--- config.mk ---
export PLATFORM = sky130hd
export DESIGN_NAME = block_plotter_flat
export DESIGN_NICKNAME = d
export VERILOG_FILES = /design/src/rtl/block_plotter_if.sv /design/src/rtl/block_plotter.sv /design/src/flat_wrapper.sv
export SDC_FILE = /design/constraint.sdc
export NUM_CORES = 1
export LEC_CHECK = 0
export CAP_MARGIN = 20
export CORE_ASPECT_RATIO = 0.8
export CORE_MARGIN = 1.5
export CORE_UTILIZATION = 45
export DETAILED_ROUTE_END_ITERATION = 8
export PLACE_DENSITY = 0.85
export SYNTH_ARGS = -nofsm -noshare
export SYNTH_HDL_FRONTEND = slang
export SYNTH_SLANG_ARGS = --single-unit
export TNS_END_PERCENT = 100
--- constraint.sdc ---
create_clock -name clk -period 2.3 [get_ports clk]
set_input_delay 0.345 -clock clk [delete_from_list [all_inputs] [get_ports clk]]
set_output_delay 0.345 -clock clk [all_outputs]
set_load 0.01 [all_outputs]
--- src/rtl/block_plotter_if.sv ---
// Plot/erase handshake between the game controller and the block plotter,
// plus the plotter's pixel write port towards the VGA adapter.
interface block_plotter_if;
  logic       plot_req;
  logic       erase;
  logic [7:0] x_in;
  logic [6:0] y_in;
  logic [2:0] colour_in;
  logic [7:0] plot_x;
  logic [6:0] plot_y;
  logic [2:0] plot_colour;
  logic       plot_we;
  logic       done_plot;
  logic       busy;

  modport master (
    output plot_req, erase, x_in, y_in, colour_in,
    input  plot_x, plot_y, plot_colour, plot_we, done_plot, busy
  );

  modport slave (
    input  plot_req, erase, x_in, y_in, colour_in,
    output plot_x, plot_y, plot_colour, plot_we, done_plot, busy
  );
endinterface

--- src/rtl/block_plotter.sv ---
// Walks a BLOCK_W x BLOCK_H rectangle one pixel per clock into the VGA write
// port on a plot request, clipping off-screen pixels, then reports done_plot.
module block_plotter #(
  parameter int         BLOCK_W   = 16,
  parameter int         BLOCK_H   = 4,
  parameter int         X_MAX     = 160,
  parameter int         Y_MAX     = 120,
  parameter logic [2:0] BG_COLOUR = 3'b000
) (
  input logic           clk,
  input logic           resetn,
  block_plotter_if.slave bus
);

  localparam int CX_W = (BLOCK_W > 1) ? $clog2(BLOCK_W) : 1;
  localparam int CY_W = (BLOCK_H > 1) ? $clog2(BLOCK_H) : 1;
  localparam logic [CX_W-1:0] CX_LAST = CX_W'(BLOCK_W - 1);
  localparam logic [CY_W-1:0] CY_LAST = CY_W'(BLOCK_H - 1);

  localparam logic [1:0] IDLE = 2'd0;
  localparam logic [1:0] DRAW = 2'd1;
  localparam logic [1:0] DONE = 2'd2;

  logic [1:0]      state;
  logic [CX_W-1:0] cx;
  logic [CY_W-1:0] cy;
  logic [7:0]      x0;
  logic [6:0]      y0;
  logic [2:0]      col;

  logic [8:0] x_sum;
  logic [7:0] y_sum;
  logic       clipped;

  always_ff @(posedge clk) begin
    if (!resetn) begin
      state <= IDLE;
      cx    <= '0;
      cy    <= '0;
      x0    <= '0;
      y0    <= '0;
      col   <= '0;
    end else begin
      case (state)
        IDLE: begin
          if (bus.plot_req) begin
            x0    <= bus.x_in;
            y0    <= bus.y_in;
            col   <= bus.erase ? BG_COLOUR : bus.colour_in;
            cx    <= '0;
            cy    <= '0;
            state <= DRAW;
          end
        end
        DRAW: begin
          if (!bus.plot_req) begin
            state <= IDLE;
          end else if (cx == CX_LAST) begin
            cx <= '0;
            // cy stays in range: the last row parks it at zero instead of wrapping past BLOCK_H
            if (cy == CY_LAST) begin
              cy    <= '0;
              state <= DONE;
            end else begin
              cy <= cy + 1'b1;
            end
          end else begin
            cx <= cx + 1'b1;
          end
        end
        DONE: begin
          if (!bus.plot_req) state <= IDLE;
        end
        default: state <= IDLE;
      endcase
    end
  end

  assign x_sum   = {1'b0, x0} + 9'(cx);
  assign y_sum   = {1'b0, y0} + 8'(cy);
  assign clipped = (x_sum >= 9'(X_MAX)) || (y_sum >= 8'(Y_MAX));

  // Write enable also follows plot_req so an abort suppresses the in-flight pixel
  always_comb begin
    bus.plot_x      = '0;
    bus.plot_y      = '0;
    bus.plot_colour = '0;
    bus.plot_we     = 1'b0;
    bus.done_plot   = 1'b0;
    bus.busy        = 1'b0;
    case (state)
      DRAW: begin
        bus.plot_x      = x_sum[7:0];
        bus.plot_y      = y_sum[6:0];
        bus.plot_colour = col;
        bus.plot_we     = bus.plot_req && !clipped;
        bus.busy        = 1'b1;
      end
      DONE: begin
        bus.done_plot = 1'b1;
        bus.busy      = 1'b1;
      end
      default: ;
    endcase
  end

endmodule
--- src/flat_wrapper.sv ---
// flat-port wrapper written by rule: the top's interface ports become plain ports
module block_plotter_flat 
#(
  parameter int         BLOCK_W   = 16,
  parameter int         BLOCK_H   = 4,
  parameter int         X_MAX     = 160,
  parameter int         Y_MAX     = 120,
  parameter logic [2:0] BG_COLOUR = 3'b000
)
  (clk, resetn, bus_plot_req, bus_erase, bus_x_in, bus_y_in, bus_colour_in, bus_plot_x, bus_plot_y, bus_plot_colour, bus_plot_we, bus_done_plot, bus_busy);
  block_plotter_if bus_i ();
  input logic clk;
  input logic resetn;
  input wire logic [$bits(bus_i.plot_req)-1:0] bus_plot_req;
  input wire logic [$bits(bus_i.erase)-1:0] bus_erase;
  input wire logic [$bits(bus_i.x_in)-1:0] bus_x_in;
  input wire logic [$bits(bus_i.y_in)-1:0] bus_y_in;
  input wire logic [$bits(bus_i.colour_in)-1:0] bus_colour_in;
  output wire logic [$bits(bus_i.plot_x)-1:0] bus_plot_x;
  output wire logic [$bits(bus_i.plot_y)-1:0] bus_plot_y;
  output wire logic [$bits(bus_i.plot_colour)-1:0] bus_plot_colour;
  output wire logic [$bits(bus_i.plot_we)-1:0] bus_plot_we;
  output wire logic [$bits(bus_i.done_plot)-1:0] bus_done_plot;
  output wire logic [$bits(bus_i.busy)-1:0] bus_busy;
  assign bus_i.plot_req = bus_plot_req;
  assign bus_i.erase = bus_erase;
  assign bus_i.x_in = bus_x_in;
  assign bus_i.y_in = bus_y_in;
  assign bus_i.colour_in = bus_colour_in;
  assign bus_plot_x = bus_i.plot_x;
  assign bus_plot_y = bus_i.plot_y;
  assign bus_plot_colour = bus_i.plot_colour;
  assign bus_plot_we = bus_i.plot_we;
  assign bus_done_plot = bus_i.done_plot;
  assign bus_busy = bus_i.busy;
  block_plotter #(.BLOCK_W(BLOCK_W), .BLOCK_H(BLOCK_H), .X_MAX(X_MAX), .Y_MAX(Y_MAX), .BG_COLOUR(BG_COLOUR)) u_core (.clk(clk), .resetn(resetn), .bus(bus_i));
endmodule
==> impl_metrics.env <==
export IMPL_finalSetupViolCount=3
export IMPL_cts_sinks=26
export IMPL_p_leak_nw=0.990
export IMPL_core_area_um2=3450
export IMPL_drc=0
export IMPL_yosysWarnings=0
export IMPL_dp_hpwl_um=2860
export IMPL_fmax_mhz=424
export IMPL_vias=1631
export IMPL_die_area_um2=4010
export IMPL_layout_cells_most_common="nand2_1"
export IMPL_crit_fanout=3
export IMPL_drive_gt1_share_pct=22.8
export IMPL_status="complete, but fails checks"
export IMPL_grt_util_met1_pct=29.0
export IMPL_synth_nets=239
export IMPL_clk_pin_slew_ns=0.09
export IMPL_wl_per_cell_um=14.3
export IMPL_hp_start="u_core.col[1]$_SDFFE_PN0P_"
export IMPL_tightest_slew_ns=0.746
export IMPL_synth_top_area_share_pct=31.8
export IMPL_skew_ns=0.00290
export IMPL_crit_required_ns=1.96
export IMPL_clk_latency_ns=0.27
export IMPL_via_per_inst=5.35
export IMPL_synth_seq_cells=26
export IMPL_synth_edff_count=0
export IMPL_overflow=0
export IMPL_dpl_cell_count=293
export IMPL_whs_ns=0.465
export IMPL_grt_busiest_layer="met2"
export IMPL_grt_usage_pct=21.9
export IMPL_critPathKind="flip-flop to output port"
export IMPL_first_iter_violations=93
export IMPL_fin_crit_ns=2.36
export IMPL_maxCapViolations=0
export IMPL_stdcell_count=305
export IMPL_netlist_top_cells_area="dfxtp_1 32%, nand2_1 9.9%, a21boi_0 9.6%, ha_1 8.4%, and2_1 5.7%"
export IMPL_nFillCells=269
export IMPL_synth_seq_area_share_pct=31.8
export IMPL_die_x_um=70.4
export IMPL_antenna_found_initial=0
export IMPL_syn_area_um2=1640
export IMPL_min_path_type="flip-flop to flip-flop"
export IMPL_cts_hold_buf=0
export IMPL_met3_usage_pct=4.95
export IMPL_final_cell_mix="42 x nand2_1, 28 x clkdlybuf4s50_1, 21 x a21boi_0, 21 x dfxtp_1, 19 x buf_4"
export IMPL_syn_to_final_growth_pct=48.5
export IMPL_ioPinCount=43
export IMPL_rsz0062_at_grt="yes"
export IMPL_crit_arrival_ns=2.02
export IMPL_firstDrtPassIters=4
export IMPL_powerDensity_nw_per_um2=479
export IMPL_finalMaxSlewViolations=0
export IMPL_ys_flop_type="dfxtp_1"
export IMPL_diodes=0
export IMPL_reg2reg_from="u_core.cx[1]$_SDFFE_PN0P_"
export IMPL_fin_util_pct=70.5
export IMPL_portBuffers=42
export IMPL_grt_pass1_vias=1537
export IMPL_cts_made_buffers=3
export IMPL_cp_start_kind="flip-flop"
export IMPL_ant_nets=0
export IMPL_post_route_period_util_pct=103
export IMPL_finalHoldViolations=0
export IMPL_violations="setup timing"
export IMPL_grt_max_degree=28
export IMPL_grt_pass1_wl_um=7140
export IMPL_yosysTopAreaCell="dfxtp_1"
export IMPL_cts_tree="done"
export IMPL_drt_total_wl_um=4350
export IMPL_rows=19
export IMPL_dp_slack_ns=-0.213
export IMPL_met2_usage_pct=36.9
export IMPL_relSlewSlack_pct=50.1
export IMPL_final_setup_worst_slack_ns=-0.0611
export IMPL_setup_tns_final_ns=-0.138
export IMPL_cts_max_level=1
export IMPL_endpoint_kind="output port"
export IMPL_die_h_um=56.9
export IMPL_setup_worst_path_start="u_core.y0[0]$_SDFFE_PN0P_"
export IMPL_syn_inst=204
export IMPL_synth_cell_types=36
export IMPL_synth_async_reset_ratio_pct=0
export IMPL_place_congestion=0.786
export IMPL_syn_avg_cell_area_um2=8.02
export IMPL_initial_utilization_pct=47.5
export IMPL_cts_root_buffer="clkbuf_8"
export IMPL_final_nets=299
export IMPL_ir_worst_vdd_mv=0.399
export IMPL_cts_path_max_buffers=2
flip-flops by register name, indices dropped and copies added (netlist names):
register      flops
u_core.state      2
u_core.y0         7
u_core.col        3
u_core.x0         8
u_core.cx         4
u_core.cy         2
synthesized netlist by cell type (all sizes together), types with 4 or more instances:
cell	n
a21boi	22
a21oi	7
and2	15
buf	4
clkbuf	5
dfxtp	26
ha	11
inv	8
nand2	44
nand3	6
nor2	6
nor2b	8
o21ai	6
xnor2	9
timing repair:
action                                  CTS  global route
setup buffers                             7             2
pin swaps                                 7            12
resized for setup                        52            15
endpoints found under the setup margin   13             9
through the flow:
step | cell area (um^2) | total power [mW]
2_1_floorplan | 1640 | 0.690
3_3_place_gp | 2200 | 0.836
3_5_place_dp | 2200 | 0.846
4_1_cts | 2400 | 1.15
5_1_grt | 2430 | 1.22
6_report | 2430 | 1.16
kinds of logic after synthesis:
family / Yosys count / share of synthesized area (%)
adders and majority gates: 13 / 10.9
muxes: 3 / 1.99
buffers and inverters: 17 / 4.28
and+or+nand+nor: 93 / 28.3
AOI/OAI and AO/OA: 40 / 16.4
xor gates and xnor gates: 12 / 6.42
DFF: 26 / 31.8
path summary, 6_finish.rpt:
check                                             endpoint  slack (ns)  depth (start not counted)
worst min register to register  u_core.col[1]$_SDFFE_PN0P_        0.46                          2
worst min-delay path            u_core.col[1]$_SDFFE_PN0P_        0.46                          2
worst max-delay path                         bus_plot_y[4]       -0.06                         10
worst max register to register   u_core.cy[0]$_SDFFE_PN0P_        0.50                          7
critical path: stages (launching register included):
cell,delay (ns)
dfxtp_2,0.37
ha_4,0.15
inv_2,0.04
fa_2,0.38
nor2b_4,0.14
buf_4,0.12
buf_4,0.09
nand2_1,0.06
xnor2_1,0.13
and2_1,0.14
buf_2,0.13
area by class of cell:
type	count	area [um^2]	share of cell area, %
sequential	26	529	21.8
inverter	8	30.0	1.24
tap	42	52.6	2.16
clock buffer	4	55.1	2.27
timing repair buffer	64	584	24.0
multi-input combinational	161	1180	48.5
power by group:
group	internal, mW	total [mW]	switching, mW
registers	0.484	0.521	0.0362
logic	0.175	0.340	0.165
clock network	0.153	0.304	0.150
total	0.813	1.16	0.351
layer usage:
metal,part of all wire [%],wire [um]
met4,0.76,33
met3,4.7,206
met5,0,0
met2,50,2170
met1,45,1940
Power figures use the tool's default switching activity.
